--- config.mk ---
export PLATFORM = sky130hd
export DESIGN_NAME = fp_mul_pipe
export DESIGN_NICKNAME = d
export VERILOG_FILES = /design/src/rtl/fp_mul_pipe.sv
export SDC_FILE = /design/constraint.sdc
export NUM_CORES = 2
export LEC_CHECK = 0
export CORE_MARGIN = 2
export CORE_UTILIZATION = 64
export DETAILED_ROUTE_END_ITERATION = 10
export PLACE_DENSITY = 0.83
export SYNTH_ARGS = -nofsm -noshare
export SYNTH_HDL_FRONTEND = slang
export SYNTH_SLANG_ARGS = --single-unit
--- constraint.sdc ---
create_clock -name clk -period 6.4 [get_ports clk]
set_input_delay 1.6 -clock clk [delete_from_list [all_inputs] [get_ports clk]]
set_output_delay 1.6 -clock clk [all_outputs]
set_load 0.005 [all_outputs]
--- src/rtl/fp_mul_pipe.sv ---
// fp_mul_pipe -- parametrised three-stage floating-point multiplier.
//
// Multiplies two IEEE-754-style operands {sign, biased exponent, fraction}
// with round-to-nearest-even, flush-to-zero for denormal inputs and results,
// and canonical NaN output. A tag travels alongside every operation.
//
// Pipeline: S1 unpack + significand multiply, S2 normalise + round,
// S3 special-case resolution + pack into the output register.
// Whole pipeline holds while the output is valid and not taken.
//
// Parameters:
//   EXP_W   exponent field width (>= 3)
//   FRAC_W  stored fraction width (>= 2)
//   TAG_W   opaque tag width (>= 1)
//
// Ports:
//   clk        rising-edge clock
//   rst_n      asynchronous active-low reset
//   in_valid   operand pair valid
//   in_ready   block accepts operands this cycle (low only while stalled)
//   in_x/in_y  operands, 1+EXP_W+FRAC_W bits each
//   in_tag     tag returned unchanged with the result
//   out_valid  result valid
//   out_ready  consumer accepts result
//   out_z      product
//   out_tag    tag of the product
//   out_flags  {invalid, overflow, underflow, inexact}
//              (only when FP_MUL_PIPE_FLAGS_EN is defined)

module fp_mul_pipe #(
  parameter int EXP_W  = 8,
  parameter int FRAC_W = 23,
  parameter int TAG_W  = 4
) (
  input  logic                      clk,
  input  logic                      rst_n,
  input  logic                      in_valid,
  output logic                      in_ready,
  input  logic [EXP_W+FRAC_W:0]     in_x,
  input  logic [EXP_W+FRAC_W:0]     in_y,
  input  logic [TAG_W-1:0]          in_tag,
  output logic                      out_valid,
  input  logic                      out_ready,
  output logic [EXP_W+FRAC_W:0]     out_z,
  output logic [TAG_W-1:0]          out_tag
`ifdef FP_MUL_PIPE_FLAGS_EN
  ,
  output logic [3:0]                out_flags
`endif
);

  localparam int W  = 1 + EXP_W + FRAC_W;
  localparam int PW = 2 * FRAC_W + 2;
  localparam int EW = EXP_W + 2;

  localparam logic signed [EW-1:0] BIAS     = EW'((1 << (EXP_W - 1)) - 1);
  localparam logic signed [EW-1:0] EXP_MAX  = EW'((1 << EXP_W) - 1);
  localparam logic signed [EW-1:0] EXP_ONE  = EW'(1);
  localparam logic signed [EW-1:0] EXP_ZERO = '0;

  // Handshake: the whole pipe freezes only when the output register is full
  // and not being taken, so in_ready never depends on in_valid.
  logic stall;
  assign stall    = out_valid & ~out_ready;
  assign in_ready = ~stall;

  // ---------------------------------------------------------------- S1
  logic                x_sign, y_sign;
  logic [EXP_W-1:0]    x_exp, y_exp;
  logic [FRAC_W-1:0]   x_frac, y_frac;
  logic                x_zero, y_zero, x_inf, y_inf, x_nan, y_nan;
  logic [PW-1:0]       sig_prod;
  logic signed [EW-1:0] exp_sum;

  assign {x_sign, x_exp, x_frac} = in_x;
  assign {y_sign, y_exp, y_frac} = in_y;

  // bexp 0 covers both true zero and denormals, which are flushed to zero.
  assign x_zero = (x_exp == '0);
  assign y_zero = (y_exp == '0);
  assign x_inf  = (&x_exp) && (x_frac == '0);
  assign y_inf  = (&y_exp) && (y_frac == '0);
  assign x_nan  = (&x_exp) && (x_frac != '0);
  assign y_nan  = (&y_exp) && (y_frac != '0);

  assign sig_prod = PW'({1'b1, x_frac}) * PW'({1'b1, y_frac});

  // Two extra bits keep the biased sum signed and free of wrap-around for
  // every pair of input exponents, specials included.
  assign exp_sum = $signed({2'b00, x_exp}) + $signed({2'b00, y_exp}) - BIAS;

  logic                 s1_valid, s1_sign, s1_nan, s1_inf, s1_zero;
  logic [PW-1:0]        s1_prod;
  logic signed [EW-1:0] s1_exp;
  logic [TAG_W-1:0]     s1_tag;

  always_ff @(posedge clk or negedge rst_n) begin
    if (!rst_n) begin
      s1_valid <= 1'b0;
      s1_sign  <= 1'b0;
      s1_nan   <= 1'b0;
      s1_inf   <= 1'b0;
      s1_zero  <= 1'b0;
      s1_prod  <= '0;
      s1_exp   <= '0;
      s1_tag   <= '0;
    end else if (!stall) begin
      s1_valid <= in_valid;
      s1_sign  <= x_sign ^ y_sign;
      s1_nan   <= x_nan | y_nan | (x_zero & y_inf) | (x_inf & y_zero);
      s1_inf   <= x_inf | y_inf;
      s1_zero  <= x_zero | y_zero;
      s1_prod  <= sig_prod;
      s1_exp   <= exp_sum;
      s1_tag   <= in_tag;
    end
  end

  // ---------------------------------------------------------------- S2
  logic [PW-2:0]        n_mant, d_mant;
  logic                 n_stk, d_stk;
  logic signed [EW-1:0] n_exp, r_exp;
  logic [FRAC_W:0]      keep;
  logic                 guard, sticky, round_up;
  logic [FRAC_W+1:0]    rounded;
  logic [FRAC_W-1:0]    r_frac;

  // Both significands are normalised, so the product leading one sits at
  // bit PW-1 or PW-2; after this step it is always at PW-2. A non-positive
  // exponent takes one more right shift, which keeps the rounded value below
  // the hidden-bit position so such results end up flushed to zero.
  always_comb begin
    n_mant = s1_prod[PW-2:0];
    n_stk  = 1'b0;
    n_exp  = s1_exp;
    if (s1_prod[PW-1]) begin
      n_mant = s1_prod[PW-1:1];
      n_stk  = s1_prod[0];
      n_exp  = s1_exp + EXP_ONE;
    end

    d_mant = n_mant;
    d_stk  = n_stk;
    if (n_exp <= EXP_ZERO) begin
      d_mant = {1'b0, n_mant[PW-2:1]};
      d_stk  = n_stk | n_mant[0];
    end

    keep     = d_mant[PW-2:FRAC_W];
    guard    = d_mant[FRAC_W-1];
    sticky   = d_stk | (|d_mant[FRAC_W-2:0]);
    round_up = guard & (sticky | keep[0]);
    rounded  = {1'b0, keep} + {{(FRAC_W+1){1'b0}}, round_up};

    // A carry out of the significand leaves 10...0, so the fraction is the
    // next-higher slice and the exponent grows by one.
    r_frac = rounded[FRAC_W+1] ? rounded[FRAC_W:1] : rounded[FRAC_W-1:0];
    r_exp  = n_exp + (rounded[FRAC_W+1] ? EXP_ONE : EXP_ZERO);
  end

  logic                 s2_valid, s2_sign, s2_nan, s2_inf, s2_zero;
  logic [FRAC_W-1:0]    s2_frac;
  logic signed [EW-1:0] s2_exp;
  logic [TAG_W-1:0]     s2_tag;
`ifdef FP_MUL_PIPE_FLAGS_EN
  logic                 s2_inexact;
`endif

  always_ff @(posedge clk or negedge rst_n) begin
    if (!rst_n) begin
      s2_valid <= 1'b0;
      s2_sign  <= 1'b0;
      s2_nan   <= 1'b0;
      s2_inf   <= 1'b0;
      s2_zero  <= 1'b0;
      s2_frac  <= '0;
      s2_exp   <= '0;
      s2_tag   <= '0;
    end else if (!stall) begin
      s2_valid <= s1_valid;
      s2_sign  <= s1_sign;
      s2_nan   <= s1_nan;
      s2_inf   <= s1_inf;
      s2_zero  <= s1_zero;
      s2_frac  <= r_frac;
      s2_exp   <= r_exp;
      s2_tag   <= s1_tag;
    end
  end

`ifdef FP_MUL_PIPE_FLAGS_EN
  always_ff @(posedge clk or negedge rst_n) begin
    if (!rst_n) begin
      s2_inexact <= 1'b0;
    end else if (!stall) begin
      s2_inexact <= guard | sticky;
    end
  end
`endif

  // ---------------------------------------------------------------- S3
  logic         is_uf, is_of;
  logic [W-1:0] res_z;

  assign is_uf = (s2_exp <= EXP_ZERO);
  assign is_of = (s2_exp >= EXP_MAX);

  // Operand specials take priority over range checks on the computed value.
  always_comb begin
    res_z = {s2_sign, s2_exp[EXP_W-1:0], s2_frac};
    if (s2_nan) begin
      res_z = {1'b0, {EXP_W{1'b1}}, 1'b1, {(FRAC_W-1){1'b0}}};
    end else if (s2_inf) begin
      res_z = {s2_sign, {EXP_W{1'b1}}, {FRAC_W{1'b0}}};
    end else if (s2_zero || is_uf) begin
      res_z = {s2_sign, {(EXP_W+FRAC_W){1'b0}}};
    end else if (is_of) begin
      res_z = {s2_sign, {EXP_W{1'b1}}, {FRAC_W{1'b0}}};
    end
  end

`ifdef FP_MUL_PIPE_FLAGS_EN
  logic       finite_op;
  logic [3:0] res_flags;

  always_comb begin
    finite_op = ~s2_nan & ~s2_inf & ~s2_zero;
    res_flags = {s2_nan,
                 finite_op & is_of,
                 finite_op & is_uf,
                 finite_op & (s2_inexact | is_of | is_uf)};
  end
`endif

  always_ff @(posedge clk or negedge rst_n) begin
    if (!rst_n) begin
      out_valid <= 1'b0;
      out_z     <= '0;
      out_tag   <= '0;
    end else if (!stall) begin
      out_valid <= s2_valid;
      out_z     <= res_z;
      out_tag   <= s2_tag;
    end
  end

`ifdef FP_MUL_PIPE_FLAGS_EN
  always_ff @(posedge clk or negedge rst_n) begin
    if (!rst_n) begin
      out_flags <= 4'b0000;
    end else if (!stall) begin
      out_flags <= res_flags;
    end
  end
`endif

endmodule
# == Word-level counts from Yosys, hierarchy flattened ==
# Cells that the tools add are included.
# W data, S select, Z words.
# word_totals
reg_bits,146
wordCells,68
# classes
add_sub_neg,5
multipliers,1
magnitude_cmp,3
n_mux,11
bitwise,15
n_reduce_logical,14
# op_table
cell,count
$mux W47,2
$mux W31,3
$mul A24 B24 Y48,1
$logic_not A23 Y1,2
$reduce_bool A23 Y1,2
$mux W32,1
$add A24 B1 Y25,1
$mux W23,1
$reduce_or A22 Y1,1
$le A10 B1 Y1 const B,2
$logic_not A8 Y1,2
$reduce_and A8 Y1,2
$add A10 B2 Y10,1
$add A10 B2 Y10 const B,1
$ge A10 B9 Y1 const B,1
$mux W10,1
$sub A9 B7 Y10 const B,1
$add A8 B8 Y9,1
$or A1 B1 Y1,8
$and A1 B1 Y1,4
$logic_and A1 B1 Y1,4
$mux W1,3
$not A1 Y1,2
$logic_or A1 B1 Y1,1
$xor A1 B1 Y1,1

# == Longest topological paths before layout ==
# depth
depth_word,11
mapped_depth,27

# == Worst setup path before layout ==
# OpenSTA, ideal clock, no wires.
# synth_timing
kind,in2reg
start,input port in_y[3]
end,register s1_prod[45]
setup_time_ns,0.131
t_arrival_ns,7.883
required_time_ns,6.269
path_slack_ns,-1.615
path_stages,24
n_path_buf,1
path_cell_list,clkbuf_1 > nand2_1 > fa_1 > inv_1 > fa_1 > inv_1 > fa_1 > inv_1 > fa_1 > fa_1 > fa_1 > inv_1 > fa_1 > inv_1 > ha_1 > and3_1 > a221o_1 > a211o_1 > a21o_1 > a21oi_1 > nor3_1 > o41ai_1 > nor4b_1 > nor3_1
# synth_via
elab_chain_cells,1
# synth_lines
element,line_no,source
from (decl),40,"input logic [EXP_W+FRAC_W:0] in_y,"
$mul A24 B24 Y48,86,"assign sig_prod = PW'({1'b1, x_frac}) * PW'({1'b1, y_frac});"
to (signal assigned),113,s1_prod <= sig_prod;
to (decl),93,logic [PW-1:0] s1_prod;
# Every way passes these cells.
# A chain may end at the register's enable or synchronous reset.

# == Worst setup path in the final report ==
# layout_timing
start,input port in_y[0]
end,register s1_prod[44]
# Same word-level chain as after synthesis.

==> impl_metrics.json <==
{
  "start_util_pct": 64.4,
  "fp.dieW_um": 209,
  "cts_tree": "built",
  "cts_sinks": 146,
  "synthTopCellsByArea": "fa_1 (36%), dfrtp_1 (14%), ha_1 (9.0%)",
  "insertion_delay_ns": 0.42,
  "finClkSkew_ns": 0.00841,
  "grt_usage_pct": 39.1,
  "numPortBuffers": 109,
  "final.setup.worst_slack_ns": -1.93,
  "drt-pass1-iter-count": 8,
  "fmax_ghz": 0.120,
  "synth-edff-count": 0,
  "hp-class": "reg2reg",
  "crit_type": "in2reg",
  "rr_startpoint": "s1_exp[0]$_DFFE_PN0N_",
  "critPathCaptureType": "register",
  "drt-total-wl_mm": 90.8,
  "cp-start-kind": "input pin",
  "cts_made_buffers": 17,
  "vias": 24600,
  "gp_congestion": 0.980,
  "hpwl_mm": 61.7,
  "clk_pin_slew_ns": 0.06,
  "synth_nets": 3767,
  "vias_per_cell": 6.13,
  "hold_start": "out_tag[1]$_DFFE_PN0N_",
  "min_period_ns": 8.33,
  "final-setup-viol-count": 37,
  "status": "finished, violations left",
  "die-area_mm2": 0.0436,
  "yosys-top-cells-count": "inv_1 (597), fa_1 (483), nand2_1 (444), and2_1 (253), ha_1 (192)",
  "area_growth_pct": 29.1,
  "cts.path.max_buffers": 2,
  "ys.flop_type": "dfrtp_1",
  "drc": 0,
  "antennaDiodeCount": 0,
  "yosysTopAreaCell": "fa_1",
  "ant_nets": 0,
  "max_stage_delay_ns": 0.60,
  "rows": 75,
  "layout.nets": 4214,
  "worst_slew_pin_slew_ns": 0.925,
  "grt_max_degree": 105,
  "ys_warn_count": 0,
  "cp_common_cell": "fa_1",
  "slew_violations": 0,
  "drtIter0Drc": 2875,
  "drv_cap": 0,
  "hold_viol": 0,
  "period_share_pct": 130,
  "n_fill_cell": 2198,
  "crit_fanout": 5,
  "async_flop_share_pct": 100,
  "critical_path.startpoint": "in_y[0]",
  "required_ns": 6.75,
  "yosysTopAreaCellShare_pct": 36.0,
  "yosysMostFrequentCell": "inv_1",
  "synth_cells": 3020,
  "cts_root_buf": "clkbuf_16",
  "design.core.area_mm2": 0.0417,
  "grt_pass1_vias": 25600,
  "crit_slowest_cell": "fa_1",
  "chipHeight_um": 209,
  "crit_arrival_ns": 8.68,
  "synth.cell_area_mm2": 0.0268,
  "cts_htree_levels": 4,
  "totalNegativeSetupSlack_ns": -47.27,
  "relSlewSlack_pct": 38.3,
  "seq_area_frac_synth_pct": 13.6,
  "wl_per_cell_um": 22.6,
  "drive_gt1_share_pct": 26.7,
  "violations": "setup timing",
  "io_pins": 110,
  "grt-ovfl-total": 0,
  "synth-seq-cells": 146,
  "antenna_found_initial": 0,
  "grt_pass1_wl_mm": 134,
  "grt_setup_unrepaired": "yes",
  "avgSynthCellArea_um2": 8.89,
  "yosysUniqueCellTypes": 79
}
-- stage by stage --
step	utilization [%]	hold WS, ns	setup slack [ns]	std cells	cell area, um2
after floorplan	-	0.430	-1.17	3020	27700
after global placement	74.9	0.448	-1.99	3844	31200
after detailed placement	74.9	0.454	-2.13	3844	31200
after CTS	81.6	0.469	-1.19	4000	34000
after global routing	83.2	0.497	-1.99	4019	34700
final	83.2	0.464	-1.93	4019	34700
-- worst paths after layout --
check                                               end  slack [ns]  cells after the start
worst max register to register    s2_exp[7]$_DFFE_PN0N_        1.18                     20
worst max-delay path            s1_prod[44]$_DFFE_PN0N_       -1.93                     25
max in group asynchronous       s1_prod[47]$_DFFE_PN0N_        4.04                      2
worst min register to register   out_tag[1]$_DFFE_PN0N_        0.46                      2
min in group asynchronous         out_valid$_DFFE_PN0N_        1.26                      1
worst min-delay path             out_tag[1]$_DFFE_PN0N_        0.46                      2
-- kinds of logic after synthesis --
kind of cell / Yosys count / share of synthesized area [%]
AOI/OAI and AO/OA: 348 / 9.08
xor gates and xnor gates: 76 / 2.48
adders and majority gates: 675 / 45.0
buffers and inverters: 749 / 10.6
DFF: 146 / 13.6
muxes: 35 / 1.36
and+or+nand+nor: 991 / 17.9
-- sequential cells by signal (all words and copies together), names as in the netlist, 4 cells and up --
name,flops
s1_tag,4
out_z,32
out_tag,4
s1_prod,48
s2_exp,10
s2_frac,23
s1_exp,10
s2_tag,4
-- layout by cell type, fill, tap and decap left out, drive strengths merged, types with 62 or more instances in the layout --
| cell type | synthesis | routed |
|---|---|---|
| buf | 18 | 499 |
| ha | 192 | 192 |
| fa | 483 | 483 |
| a21oi | 91 | 91 |
| and2 | 253 | 253 |
| inv | 597 | 606 |
| clkdlybuf4s50 | 0 | 62 |
| nand2 | 444 | 444 |
| nor2 | 132 | 132 |
| dfrtp | 146 | 146 |
-- per-layer routing --
metal,GRT usage [%],vias to the layer above,share of wire [%],routed length [um]
li1,-,10300,-,-
met1,47.7,12000,35,31400
met2,66.0,1769,47,42400
met3,8.73,579,11,9700
met4,19.1,0,8.0,7240
met5,0,-,0,0
-- what timing repair did --
item	in CTS	in global routing
pin swaps	216	175
resized for setup	455	205
cloned	13	0
setup endpoints to repair	38	37
buffers inserted	117	30
hold buffers	0	0
-- critical path, delay by kind of cell --
family	cells	cell delay, ns
AOI/OAI and AO/OA	6	1.86
adders and majority gates	8	3.95
buffers and inverters	7	0.73
and+or+nand+nor	4	0.50
-- area by class of cell --
type                       instances  area (um2)  area share, %
multi-input combinational       2125       21700           62.6
sequential                       146        3650           10.5
inverter                         601        2270           6.54
timing repair buffer             576        5750           16.6
clock buffer                      18         439           1.27
clock inverter                    14         166          0.480
tap                              539         674           1.95
Power is not shown: default switching activity piles up to over one toggle a cycle in this logic, so the estimate is an artifact.
